`config.mk`:
```
export PLATFORM = sky130hd
export DESIGN_NAME = scan_chain_ctrl
export DESIGN_NICKNAME = d
export VERILOG_FILES = /design/src/rtl/scan_chain_pkg.sv /design/src/rtl/scan_chain_ctrl_shreg.sv /design/src/rtl/scan_chain_ctrl.sv
export SDC_FILE = /design/constraint.sdc
export NUM_CORES = 1
export LEC_CHECK = 0
export ABC_CLOCK_PERIOD_IN_PS = 2200
export BUFFER_PORTS_ARGS = -buffer_cell sky130_fd_sc_hd__buf_4
export CAP_MARGIN = 0
export CORE_MARGIN = 2
export CORE_UTILIZATION = 52
export DETAILED_ROUTE_END_ITERATION = 6
export PLACE_DENSITY = 0.86
export SLEW_MARGIN = 5
export SYNTH_ARGS = -nofsm -noshare
export SYNTH_HDL_FRONTEND = slang
export SYNTH_HIERARCHICAL = 1
export SYNTH_SLANG_ARGS = --single-unit
```
`constraint.sdc`:
```
create_clock -name ck -period 2.2 [get_ports ck]
set_clock_uncertainty 0.15 [all_clocks]
set_input_delay 0.55 -clock ck [delete_from_list [all_inputs] [get_ports ck]]
set_output_delay 0.55 -clock ck [all_outputs]
set_load 0.005 [all_outputs]
```
`src/rtl/scan_chain_pkg.sv`:
```
// Shared types and helpers for the scan chain controller.
//   state_t : controller FSM states
//   clog2   : ceiling log2, used to size the shift counter
package scan_chain_pkg;

  typedef enum logic [2:0] {
    IDLE,
    CAPTURE,
    SHIFT,
    UPDATE,
    RESP
  } state_t;

  // Smallest r with 2**r >= v; v=2 gives 1.
  function automatic int unsigned clog2(input int unsigned v);
    int unsigned r;
    r = 0;
    while ((64'd1 << r) < 64'(v)) r++;
    return r;
  endfunction

endpackage

```
`src/rtl/scan_chain_ctrl_shreg.sv`:
```
// Dual shift register between the controller and the flop chain.
//   ck, rn     : clock, async active-low reset
//   load       : load load_data into the write side
//   load_data  : word to shift into the chain
//   shift_en   : shifts both sides together
//   so         : chain tail, enters the read side at the MSB
//   si         : chain head drive, bit 0 of the write side (a flop)
//   rd_data    : read-back word
module scan_shreg #(
  parameter int unsigned LEN = 16
) (
  input  logic           ck,
  input  logic           rn,
  input  logic           load,
  input  logic [LEN-1:0] load_data,
  input  logic           shift_en,
  input  logic           so,
  output logic           si,
  output logic [LEN-1:0] rd_data
);

  logic [LEN-1:0] wr_q;

  // Write side drains LSB-first; zeros fill behind so SI idles low.
  always_ff @(posedge ck or negedge rn) begin
    if (!rn) begin
      wr_q    <= '0;
      rd_data <= '0;
    end else begin
      if (load) begin
        wr_q <= load_data;
      end else if (shift_en) begin
        wr_q <= {1'b0, wr_q[LEN-1:1]};
      end
      if (shift_en) begin
        rd_data <= {so, rd_data[LEN-1:1]};
      end
    end
  end

  assign si = wr_q[0];

endmodule

```
`src/rtl/scan_chain_ctrl.sv`:
```
// Sequencer for a serial chain of CHAIN_LEN flops: optional capture,
// CHAIN_LEN shift cycles, update strobe, then a read-back response.
//   ck, rn                          : clock, async active-low reset
//   req_valid/req_ready             : request handshake
//   req_capture, req_data           : capture-first flag and write word
//   so / se, si, cap, upd           : chain interface
//   rsp_valid/rsp_ready, rsp_data   : response handshake and read-back
//   busy                            : high outside IDLE
module scan_chain_ctrl
  import scan_chain_pkg::*;
#(
  parameter int unsigned CHAIN_LEN = 16
) (
  input  logic                 ck,
  input  logic                 rn,
  input  logic                 req_valid,
  output logic                 req_ready,
  input  logic                 req_capture,
  input  logic [CHAIN_LEN-1:0] req_data,
  input  logic                 so,
  output logic                 se,
  output logic                 si,
  output logic                 cap,
  output logic                 upd,
  output logic                 rsp_valid,
  input  logic                 rsp_ready,
  output logic [CHAIN_LEN-1:0] rsp_data,
  output logic                 busy
);

  localparam int unsigned CNT_W = clog2(CHAIN_LEN);

  state_t           state_q, state_d;
  logic [CNT_W-1:0] cnt_q, cnt_d;
  logic             accept_c;
  logic             shift_c;
  logic             last_c;

  assign accept_c = req_ready && req_valid;
  assign shift_c  = (state_q == SHIFT);
  assign last_c   = (cnt_q == CNT_W'(CHAIN_LEN - 1));

  // Next-state and shift counter.
  always_comb begin
    state_d = state_q;
    cnt_d   = cnt_q;
    case (state_q)
      IDLE:    if (accept_c) state_d = req_capture ? CAPTURE : SHIFT;
      CAPTURE: state_d = SHIFT;
      SHIFT: begin
        if (last_c) begin
          state_d = UPDATE;
          cnt_d   = '0;
        end else begin
          cnt_d = cnt_q + CNT_W'(1);
        end
      end
      UPDATE:  state_d = RESP;
      RESP:    if (rsp_ready) state_d = IDLE;
      default: state_d = IDLE;
    endcase
  end

  // State register; strobes decoded from the next state so they are flops.
  always_ff @(posedge ck or negedge rn) begin
    if (!rn) begin
      state_q   <= IDLE;
      cnt_q     <= '0;
      req_ready <= 1'b1;
      se        <= 1'b0;
      cap       <= 1'b0;
      upd       <= 1'b0;
      rsp_valid <= 1'b0;
      busy      <= 1'b0;
    end else begin
      state_q   <= state_d;
      cnt_q     <= cnt_d;
      req_ready <= (state_d == IDLE);
      se        <= (state_d == SHIFT);
      cap       <= (state_d == CAPTURE);
      upd       <= (state_d == UPDATE);
      rsp_valid <= (state_d == RESP);
      busy      <= (state_d != IDLE);
    end
  end

  scan_shreg #(
    .LEN(CHAIN_LEN)
  ) u_shreg (
    .ck        (ck),
    .rn        (rn),
    .load      (accept_c),
    .load_data (req_data),
    .shift_en  (shift_c),
    .so        (so),
    .si        (si),
    .rd_data   (rsp_data)
  );

endmodule

```
### Word level (Yosys, flattened, before mapping)

Cells that the tools add are included.

* $add $sub $neg: 1
* equal/unequal tests: 9
* multiplexer cells: 8
* reduce and logical (&&, ||, !) cells: 5

Operators by type and width (count)
* $mux 16: 2
* $pmux 3 s5: 1
* $eq 3x2->1 const B: 4
* $mux 3: 3
* $eq 3x1->1 const B: 2
* $eq 3x3->1 const B: 2
* $logic_not 3->1: 2
* $add 4x1->4 const B: 1
* $eq 4x4->1 const B: 1
* $mux 4: 1
* $reduce_bool 3->1: 1
* $mux 2: 1
* $reduce_bool 2->1: 1
* $logic_and 1x1->1: 1

* register bits: 45
* input bits: 22
* word-level logic and storage cells: 33

### Depth between registers and ports, before layout

* depth in word-level cells: 4
* depth in mapped cells: 6
* depth with buffers taken out: 4

### Cells and area by module

The synthesis kept the hierarchy.

Modules (own cells, without submodules)
* scan_shreg: times used 1, cells an instance 103, area an instance 1412.6 um^2, sequential area each 800.8 um^2
* scan_chain_ctrl: times used 1, cells an instance 44, area an instance 520.5 um^2, sequential area each 326.6 um^2

### Least setup slack after synthesis

No wires, ideal clock.

* kind: reg2reg
* from: register state_q[0]
* to: register u_shreg.rd_data[0]
* setup time: 125 ps
* arrival: 1496 ps
* required time: 1925 ps
* path slack: 429 ps
* cell stages (with the launch flop): 6
* buffers on the path: 2
* cell sequence: dfrtp_1 > or3b_4 > inv_1 > buf_6 > buf_12 > mux2_4

* word-level cells in the longest chain between the ends: 1

Ends and longest elaborated chain
* start, declared: RTL line scan_chain_ctrl.sv:33 `state_t state_q, state_d;`
* start signal, assigned: RTL line scan_chain_ctrl.sv:76 `state_q <= state_d;`
* $eq 3x2->1: RTL line scan_chain_ctrl.sv:40 `assign shift_c = (state_q == SHIFT);`
* net shift_c: RTL line scan_chain_ctrl.sv:36 `logic shift_c;`
* end signal, assigned: RTL line scan_chain_ctrl_shreg.sv:36 `rd_data <= {so, rd_data[LEN-1:1]};`
* end, declared: RTL line scan_chain_ctrl_shreg.sv:19 `output logic [LEN-1:0] rd_data`

The timed path passes the listed nets, and every way through them passes these cells.
A chain may end at the register's enable or synchronous reset.

### Worst setup path after layout

* from: register state_q[2]
* to: register u_shreg.rd_data[15]

The elaborated chain is that of the path after synthesis.

==> results.rst <==
.. list-table::
   :header-rows: 1

   * - Metric
     - Value
   * - Result of the run
     - finished, final reports clean
   * - Cells after DPL
     - 235
   * - Residual antenna-violating net count after detailed routing
     - 0
   * - Clock tree from TritonCTS
     - built
   * - Post-DP HPWL
     - 2320 um
   * - Area overhead of the layout relative to synthesis
     - 22.5%
   * - RD Place Congestion
     - 0.724
   * - Die area
     - 4220 um^2
   * - Min-delay worst type
     - input pin to async pin
   * - Pwr dens
     - 1510 nW/um^2
   * - Total clock buffers created by CTS
     - 5
   * - Commonest non-fill, non-tap cell in the layout
     - sky130_fd_sc_hd__buf_4
   * - Cell area reported after detailed placement
     - 2270 um^2
   * - Number of flops mapped to enable cells by yosys
     - 0
   * - Number of register bits inferred by synthesis
     - 45
   * - Sequential Area
     - 1130 um^2
   * - Worst rel slew slack
     - 0.647
   * - Filler-free cell count of the finished design
     - 243
   * - Drt first pass iters
     - 4
   * - Vias after detailed routing
     - 1257
   * - Number of distinct library cells after synthesis
     - 34
   * - Number of remaining DRC errors
     - 0
   * - Nature of the critical path startpoint
     - flip-flop
   * - Maximum resistive drop on vdd
     - 0.693 mV
   * - CTS H-tree lvls
     - 2
   * - Iteration-0 DRC Markers
     - 59
   * - Insertion delay of the later-clocked pin in the worst-skew pair
     - 0.29 ns
   * - Number of gates given a new drive strength after cts
     - 0
   * - Synth Net Count
     - 170
   * - Sum of negative setup slack
     - 0 ns
   * - Maximum number of pins on one net before global-route repair
     - 46
   * - Fmax
     - 545 MHz
   * - Buffers on Ports
     - 44
   * - Routed length per instance
     - 13.6 um
   * - Final setup viols
     - 0
   * - Critical path data arrival time
     - 1.86 ns
   * - Total count of max-transition violations in the final report
     - 0
   * - Yosys top cell area share
     - 0.570
   * - Fin crit share
     - 0.834
   * - Worst Slack Setup Final
     - 0.365 ns
   * - Number of top-level pins
     - 45
   * - Synthesized area divided by synthesized cell count
     - 13.2 um^2
   * - Reg clk slew, reported paths
     - 0.08 ns
   * - Post-Synthesis Cell Area
     - 1930 um^2
   * - ANT cells
     - 0
   * - Largest fanout on the critical path
     - 16
   * - Largest cells by area after synthesis
     - sky130_fd_sc_hd__dfrtp_1 57%, sky130_fd_sc_hd__mux2_4 11%, sky130_fd_sc_hd__mux2i_1 7.8%
   * - Main synth FF type
     - sky130_fd_sc_hd__dfrtp_1
   * - Filler cell count in the final layout
     - 270
   * - Final Critical Period
     - 1.84 ns
   * - Chip width
     - 65.0 um
   * - Hold buffers post-CTS
     - 0
   * - Actual transition at the worst max-transition pin
     - 0.530 ns
   * - Share of the core filled with cells
     - 0.657
   * - WS Path Type
     - flip-flop to flip-flop
   * - Share of post-route cells with drive strength above 1
     - 0.395
   * - Syn Inst Count
     - 147
   * - # rows
     - 22
   * - Most frequent cells in the layout
     - 47 x sky130_fd_sc_hd__buf_4, 44 x sky130_fd_sc_hd__dfrtp_1, 22 x sky130_fd_sc_hd__nand2_1
   * - Worst Path Required
     - 2.22 ns
   * - Core ar.
     - 3610 um^2
   * - Initial antenna violation count
     - 0
   * - Number of warnings reported in the yosys synthesis log
     - 6
   * - CTS Root Cell
     - sky130_fd_sc_hd__clkbuf_8
   * - Static Leak
     - 1.20 nW
   * - Count of final hold-check violations
     - 0
   * - Total global routing overflow
     - 0
   * - Sinks on Clock Net
     - 45
   * - RSZ-0062 raised after global routing
     - false
   * - Post-route cell area
     - 2370 um^2
   * - Post-synth top area cell
     - sky130_fd_sc_hd__dfrtp_1
   * - Worst slack, placed
     - 0.367 ns
   * - Starting utilization of the core area
     - 0.536
   * - Overall die height
     - 65.0 um
   * - Total number of nets in the final design
     - 217
   * - Gr usage total
     - 0.167
   * - Total Routed Length
     - 3300 um
   * - Number of global-route vias before repair
     - 1237
   * - Endpoint class of the critical path
     - flip-flop
   * - Area of the multi-input gates
     - 719 um^2
   * - Postcts setup bufs
     - 0
   * - Fraction of synthesis flops using an asynchronous set or reset pin
     - 1.00
   * - Max_cap viols
     - 0
   * - Wire length of the first global-routing pass
     - 5410 um
   * - Drt via density
     - 5.17
   * - Seq/Total Area, Yosys
     - 0.583
   * - Number of buffers on the longest clock path
     - 2
-- power breakdown --
group / total, mW / internal, mW / switching (mW)
Combinational: 1.55 / 0.929 / 0.617
Clock: 0.538 / 0.284 / 0.254
Sequential: 1.49 / 1.22 / 0.268
Total: 3.57 / 2.43 / 1.14
-- through the flow --
step           total power, mW  hold WS [ns]
4_1_cts                   3.60         0.114
6_report                  3.57        0.0933
3_3_place_gp              2.96         0.336
2_1_floorplan             2.63         0.104
3_5_place_dp              3.05         0.344
5_1_grt                   3.79         0.134
-- cell families (layout without fill, tap and decap cells) --
kind of cell | after synthesis | after routing | share of synthesized area
muxes | 31 | 31 | 0.198
DFF | 45 | 45 | 0.583
AOI/OAI and AO/OA | 23 | 23 | 0.0693
adders and majority gates | 1 | 1 | 0.00647
xor gates and xnor gates | 1 | 1 | 0.00453
buffers and inverters | 9 | 57 | 0.0447
and+or+nand+nor | 37 | 37 | 0.0939
-- path summary, 6_finish.rpt --
path	start	end	slack [ns]	depth (start not counted)
max reg2reg	state_q[2]	u_shreg/rd_data[15]	0.36	4
max in group asynchronous	rn	req_ready	1.43	1
min in group ck	req_data[11]	u_shreg/wr_q[11]	0.32	3
max	state_q[2]	u_shreg/rd_data[15]	0.36	4
min reg2reg	cnt_q[2]	cnt_q[2]	0.37	1
min	rn	u_shreg/rd_data[5]	0.09	1
-- critical path, stage by stage (launching register included) --
cell                       delay (ns)
sky130_fd_sc_hd__dfrtp_1         0.44
sky130_fd_sc_hd__or3b_4          0.43
sky130_fd_sc_hd__clkinv_1        0.07
sky130_fd_sc_hd__buf_4           0.27
sky130_fd_sc_hd__mux2_2          0.37
-- sequential cells by signal (all words and copies together), names as in the netlist --
| name | count |
|---|---|
| req_ready | 1 |
| se | 1 |
| upd | 1 |
| u_shreg/rd_data | 16 |
| rsp_valid | 1 |
| cap | 1 |
| u_shreg/wr_q | 16 |
| busy | 1 |
| state_q | 3 |
| cnt_q | 4 |
-- synth_stat cells (2+ instances only) --
| cell type | instances |
|---|---|
| sky130_fd_sc_hd__inv_1 | 2 |
| sky130_fd_sc_hd__dfrtp_1 | 44 |
| sky130_fd_sc_hd__o21ai_0 | 3 |
| sky130_fd_sc_hd__mux2_2 | 2 |
| sky130_fd_sc_hd__mux2i_1 | 15 |
| sky130_fd_sc_hd__o21ai_1 | 14 |
| sky130_fd_sc_hd__clkbuf_1 | 2 |
| sky130_fd_sc_hd__mux2_4 | 14 |
| sky130_fd_sc_hd__nand3_1 | 2 |
| sky130_fd_sc_hd__nand2_1 | 22 |
| sky130_fd_sc_hd__a21oi_1 | 2 |
| sky130_fd_sc_hd__nor2_1 | 2 |
| sky130_fd_sc_hd__buf_12 | 2 |
-- layout make-up --
cell class                      count  area share
Sequential cell                    45       0.476
Multi-Input combinational cell     93       0.304
Timing Repair Buffer               47       0.149
Clock buffer                        7      0.0407
Tap cell                           48      0.0254
Inverter                            2     0.00317
Clock inverter                      1     0.00211
-- routing by layer --
| layer | routed length [um] | share of wire | vias to the layer above | track usage |
|---|---|---|---|---|
| met3 | 144 | 0.044 | 5 | 0.0260 |
| met1 | 1360 | 0.41 | 622 | 0.190 |
| met4 | 51 | 0.015 | 0 | 0.0718 |
| li1 | - | - | 600 | - |
| met2 | 1750 | 0.53 | 30 | 0.308 |
| met5 | 0 | 0 | - | 0 |
(Power assumes the default switching activity.)
